==> src/rtl/instr_sequencer_pkg.sv <==
// instr_sequencer_pkg: shared opcodes, state encoding and watchdog limit
package instr_sequencer_pkg;
  typedef enum logic [2:0] {S_IDLE, S_FETCH, S_DECODE, S_ISSUE, S_WAIT, S_HALT} state_t;
  typedef enum logic [3:0] {
    OP_ADD = 4'h0, OP_SUB, OP_AND, OP_OR, OP_XOR, OP_NOT, OP_INC, OP_SHL, OP_SHR,
    OP_JMP, OP_HALT = 4'hF
  } opcode_t;
  localparam logic [2:0] WDOG_LIMIT = 3'd7;
endpackage

==> src/rtl/instr_sequencer_decode.sv <==
// instr_decode: classifies a raw opcode into ALU / jump / halt / illegal
module instr_decode
  import instr_sequencer_pkg::*;
(
  input  logic [3:0] opcode,
  output logic       is_alu,
  output logic       is_jmp,
  output logic       is_halt,
  output logic       is_illegal
);
  assign is_alu     = opcode <= OP_SHR;
  assign is_jmp     = opcode == OP_JMP;
  assign is_halt    = opcode == OP_HALT;
  assign is_illegal = !(is_alu || is_jmp || is_halt);
endmodule

==> src/rtl/instr_sequencer.sv <==
// instr_sequencer: fetch/decode/issue sequencer with jump, halt and watchdog
module instr_sequencer
  import instr_sequencer_pkg::*;
(
  input  logic       clk,
  input  logic       reset,
  input  logic       start,
  output logic [3:0] rom_addr,
  input  logic [7:0] rom_data,
  output logic [3:0] opcode,
  output logic [3:0] operand,
  output logic       op,
  input  logic       ctrl_done,
  output logic [3:0] pc,
  output logic       running,
  output logic       halted,
  output logic       fault
);
  state_t     state, nxt;
  logic [2:0] wdog;
  logic       is_alu, is_jmp, is_halt, is_illegal;

  instr_decode u_dec (
    .opcode(rom_data[7:4]),
    .is_alu(is_alu),
    .is_jmp(is_jmp),
    .is_halt(is_halt),
    .is_illegal(is_illegal)
  );

  assign rom_addr = pc;

  // next state; status flags are registered from it so they line up with the state
  always_comb begin
    nxt = state;
    case (state)
      S_IDLE:   nxt = start ? S_FETCH : S_IDLE;
      S_FETCH:  nxt = S_DECODE;
      S_DECODE: nxt = is_alu ? S_ISSUE : is_halt ? S_HALT : S_FETCH;
      S_ISSUE:  nxt = S_WAIT;
      S_WAIT:   nxt = ctrl_done ? S_FETCH : (wdog == WDOG_LIMIT) ? S_HALT : S_WAIT;
      S_HALT:   nxt = start ? S_FETCH : S_HALT;
      default:  nxt = S_IDLE;
    endcase
  end

  // state, program counter, decoded fields, watchdog and registered outputs
  always_ff @(posedge clk or negedge reset) begin
    if (!reset) begin
      state   <= S_IDLE;
      pc      <= '0;
      opcode  <= '0;
      operand <= '0;
      op      <= 1'b0;
      running <= 1'b0;
      halted  <= 1'b0;
      fault   <= 1'b0;
      wdog    <= '0;
    end else begin
      state   <= nxt;
      op      <= nxt == S_ISSUE;
      running <= nxt inside {S_FETCH, S_DECODE, S_ISSUE, S_WAIT};
      halted  <= nxt == S_HALT;
      case (state)
        S_IDLE: if (start) pc <= '0;
        S_DECODE: begin
          opcode  <= rom_data[7:4];
          operand <= rom_data[3:0];
          if (is_jmp) pc <= rom_data[3:0];
          else if (is_illegal) begin
            fault <= 1'b1;
            pc    <= pc + 4'd1;
          end
        end
        S_ISSUE: wdog <= '0;
        S_WAIT: begin
          if (ctrl_done) pc <= pc + 4'd1;
          else begin
            wdog <= wdog + 3'd1;
            if (wdog == WDOG_LIMIT) fault <= 1'b1;
          end
        end
        S_HALT: if (start) begin
          pc    <= '0;
          fault <= 1'b0;
        end
        default: ;
      endcase
    end
  end
endmodule

==> config.mk <==
export PLATFORM = sky130hd
export DESIGN_NAME = instr_sequencer
export DESIGN_NICKNAME = d
export VERILOG_FILES = /design/src/rtl/instr_sequencer_pkg.sv /design/src/rtl/instr_sequencer_decode.sv /design/src/rtl/instr_sequencer.sv
export SDC_FILE = /design/constraint.sdc
export NUM_CORES = 1
export LEC_CHECK = 0
export CAP_MARGIN = 30
export CELL_PAD_IN_SITES_DETAIL_PLACEMENT = 1
export CELL_PAD_IN_SITES_GLOBAL_PLACEMENT = 1
export CORE_MARGIN = 2
export CORE_UTILIZATION = 50
export CTS_CLUSTER_SIZE = 16
export DETAILED_ROUTE_END_ITERATION = 8
export DONT_BUFFER_PORTS = 1
export PLACE_DENSITY = 0.91
export SLEW_MARGIN = 30
export SYNTH_ARGS = -nofsm -noshare
export SYNTH_HDL_FRONTEND = slang
export SYNTH_HIERARCHICAL = 1
export SYNTH_SLANG_ARGS = --single-unit
export TNS_END_PERCENT = 10
==> constraint.sdc <==
create_clock -name clk -period 3.4 [get_ports clk]
set_input_delay 0.51 -clock clk [delete_from_list [all_inputs] [get_ports clk]]
set_output_delay 0.51 -clock clk [all_outputs]
set_load 0.005 [all_outputs]
==> impl_metrics.csv <==
group,metric,value,unit
status,outcome,"finished clean",
critical_path,worst-setup-path-type,"flip-flop to flip-flop",
sta,fmax,0.5135,GHz
logic_synthesis,synth_edf_count,0,
grt,grt_max_degree,23,
pwr,p_int,0.6838,mW
finish,fin_util,0.5260,
critical_path,arrival,2.15,ns
logic_synthesis,synth_nets,136,
detailed_routing,first_pass_iters,4,
pwr,peakVddDrop,577.1,uV
logic_synthesis,seq_area_frac_synth,0.4435,
logic_synthesis,ys_ff_latch,22,
finish,seq_area,550.5,sq um
hold_path,hold_class,"input port to async pin",
finish,final_common_cell,"dfrtp_1",
finish,finalNetCount,134,
clocking,cts_num_sinks,22,
clocking,clock_latency,0.31,ns
clocking,cts_htree_levels,1,
finish,layout_common_cells,"dfrtp_1, nor2_1, nand2b_1, mux2_2, o22ai_1",
finish,stdcell_area,1267,sq um
sta,setup_viol,0,
sta,hold_violations,0,
pwr,p_clk_frac,0.128,
detailed_routing,wl_per_cell,18.34,microns
clocking,cts_max_path_buffers,2,
logic_synthesis,ys_types,41,
die,dieArea,2897,sq um
sta,skew,0.006578,ns
detailed_routing,drc,0,
pwr,p_sw,0.4520,mW
clocking,cts_made_buffers,3,
clocking,cts_tree,"built",
finish,fillers,268,
finish,final_layout_size_suffix_gt1_frac,0.1525,
sta,finalCritPeriodShare,0.5728,
die,die_w,53.83,microns
sta,hold_slack,0.1344,ns
sta,rsz0062_at_grt,"no",
sta,slew_violations,0,
critical_path,crit_start,"state[1]$_DFF_PN0_",
sta,maxSlewHeadroom,0.6631,
grt,grt_overflow,0,
detailed_routing,dr.first_iter.drc_count,9,
detailed_routing,dr_total_vias,936,
clocking,clk_root_buffer_cell,"clkbuf_4",
sta,fin_ws,1.453,ns
detailed_routing,drtAntennaViolNets,0,
placed_design,dp_hpwl,2067,microns
pwr,leakage,0.5311,nW
logic_synthesis,syn_area,1241,sq um
sta,finalCriticalPeriod,1.947,ns
logic_synthesis,postSynthCellCount,121,
die,fp.dieH,53.83,microns
grt,grt_pass1_vias,940,
placed_design,gp_congestion,0.8061,
pwr,switching_share,0.3980,
logic_synthesis,ys_warn_count,6,
run,cap_violations,0,
sta,setup_tns,0,ns
die,io_pins,32,
pwr,power_frac_comb,0.407,
placed_design,postPlaceCellArea,1226,sq um
finish,multi_input_area,611.8,sq um
critical_path,path_max_fanout,15,
pwr,p_per_area,896.1,nW/um^2
grt,grt_pass1_wl,4264,microns
grt,grtUsageTotal,0.2067,
pwr,seqPwrFrac,0.465,
die,start_util,0.5151,
logic_synthesis,synth.avg_cell_area,10.26,sq um
grt,antenna_found_initial,0,
finish,syn_to_final_growth,2.117,%
detailed_routing,vias_per_cell,6.324,
finish,diodes,0,
placed_design,io_buffers,0,
die,placementRows,18,
logic_synthesis,synth_flop_cell,"dfrtp_1",
clocking,path_clk_slew,0.13,ns
sta,tightest_slew,0.5001,ns
critical_path,cp.required,3.60,ns
critical_path,setup.worst_path.start_class,"flip-flop",
critical_path,r2r_start,"state[1]$_DFF_PN0_",
logic_synthesis,synthArstFlopShare,1.000,
placed_design,place_ws,1.470,ns
detailed_routing,wirelength,2715,microns
die,coreArea,2410,sq um
critical_path,endpoint_kind,"flip-flop",
==> critical path, cell delays in order (launching register included) <==
cell	delay (ns)
dfrtp_1	0.62
nor3b_1	0.25
buf_4	0.22
o21ai_0	0.21
and2_4	0.24
mux2_4	0.29
==> Yosys cell counts (4+ instances only) <==
| cell | number | area, sq um |
|---|---|---|
| mux2_2 | 8 | 90.09 |
| nor2_1 | 9 | 33.78 |
| o22ai_1 | 6 | 37.54 |
| nand2b_1 | 8 | 50.05 |
| nand3_1 | 4 | 20.02 |
| dfrtp_1 | 22 | 550.5 |
| a21oi_1 | 5 | 25.02 |
| nand2_1 | 5 | 18.77 |
| buf_4 | 5 | 37.54 |
==> metal layers <==
metal	vias up	track usage	wire [microns]
met4	0	0.08120	54
met1	465	0.2478	1149
met3	6	0.04444	109
met2	31	0.3577	1401
li1	434	-	-
met5	-	0	0
==> final cells by class <==
type / count / area share
tap: 30 / 0.02961
inverter: 3 / 0.008884
multi-input combinational: 86 / 0.4827
clock buffer: 4 / 0.02863
timing repair buffer: 3 / 0.01579
sequential: 22 / 0.4344
==> sequential cells by signal, indices dropped and copies added, names as in the netlist <==
register	cells
fault	1
operand	4
wdog	3
pc	4
op	1
state	3
opcode	4
halted	1
running	1
==> power groups by stage <==
stage	registers, mW	clock network [mW]	logic (mW)
after floorplan	0.463	0	0.472
after global placement	0.524	0	0.433
after detailed placement	0.534	0	0.464
after CTS	0.530	0.151	0.471
after global routing	0.553	0.160	0.518
final	0.528	0.146	0.462
==> timing repair <==
item,CTS,global route
gates resized for setup,0,0
endpoints found under the hold margin,22,0
hold buffers,1,0
setup buffers,0,0
==> per-stage QoR <==
step | instances | power (mW)
4_1_cts | 148 | 1.153
6_report | 148 | 1.136
3_5_place_dp | 143 | 0.9980
2_1_floorplan | 121 | 0.9354
3_3_place_gp | 143 | 0.9569
5_1_grt | 148 | 1.231
==> worst paths after layout <==
kind	endpoint	slack, ns	depth (start not counted)
min reg2reg	fault$_DFFE_PN0P_	0.54	1
min	pc[0]$_DFFE_PN0P_	0.13	1
max reg2reg	pc[1]$_DFFE_PN0P_	1.45	5
max in group asynchronous	state[2]$_DFF_PN0_	2.93	1
max	pc[1]$_DFFE_PN0P_	1.45	5
min in group clk	operand[1]$_DFFE_PN0N_	0.34	1
==> cell families after synthesis <==
group | synth area share
AO/OA/AOI/OAI | 0.1845
multiplexers | 0.1008
buffers and inverters | 0.06350
flip-flops | 0.4435
AND/OR/NAND/NOR | 0.1704
adder cells (fa/ha/maj) | 0.03025
XOR/XNOR | 0.007058
Note: power is estimated with default switching activity, not from simulation.
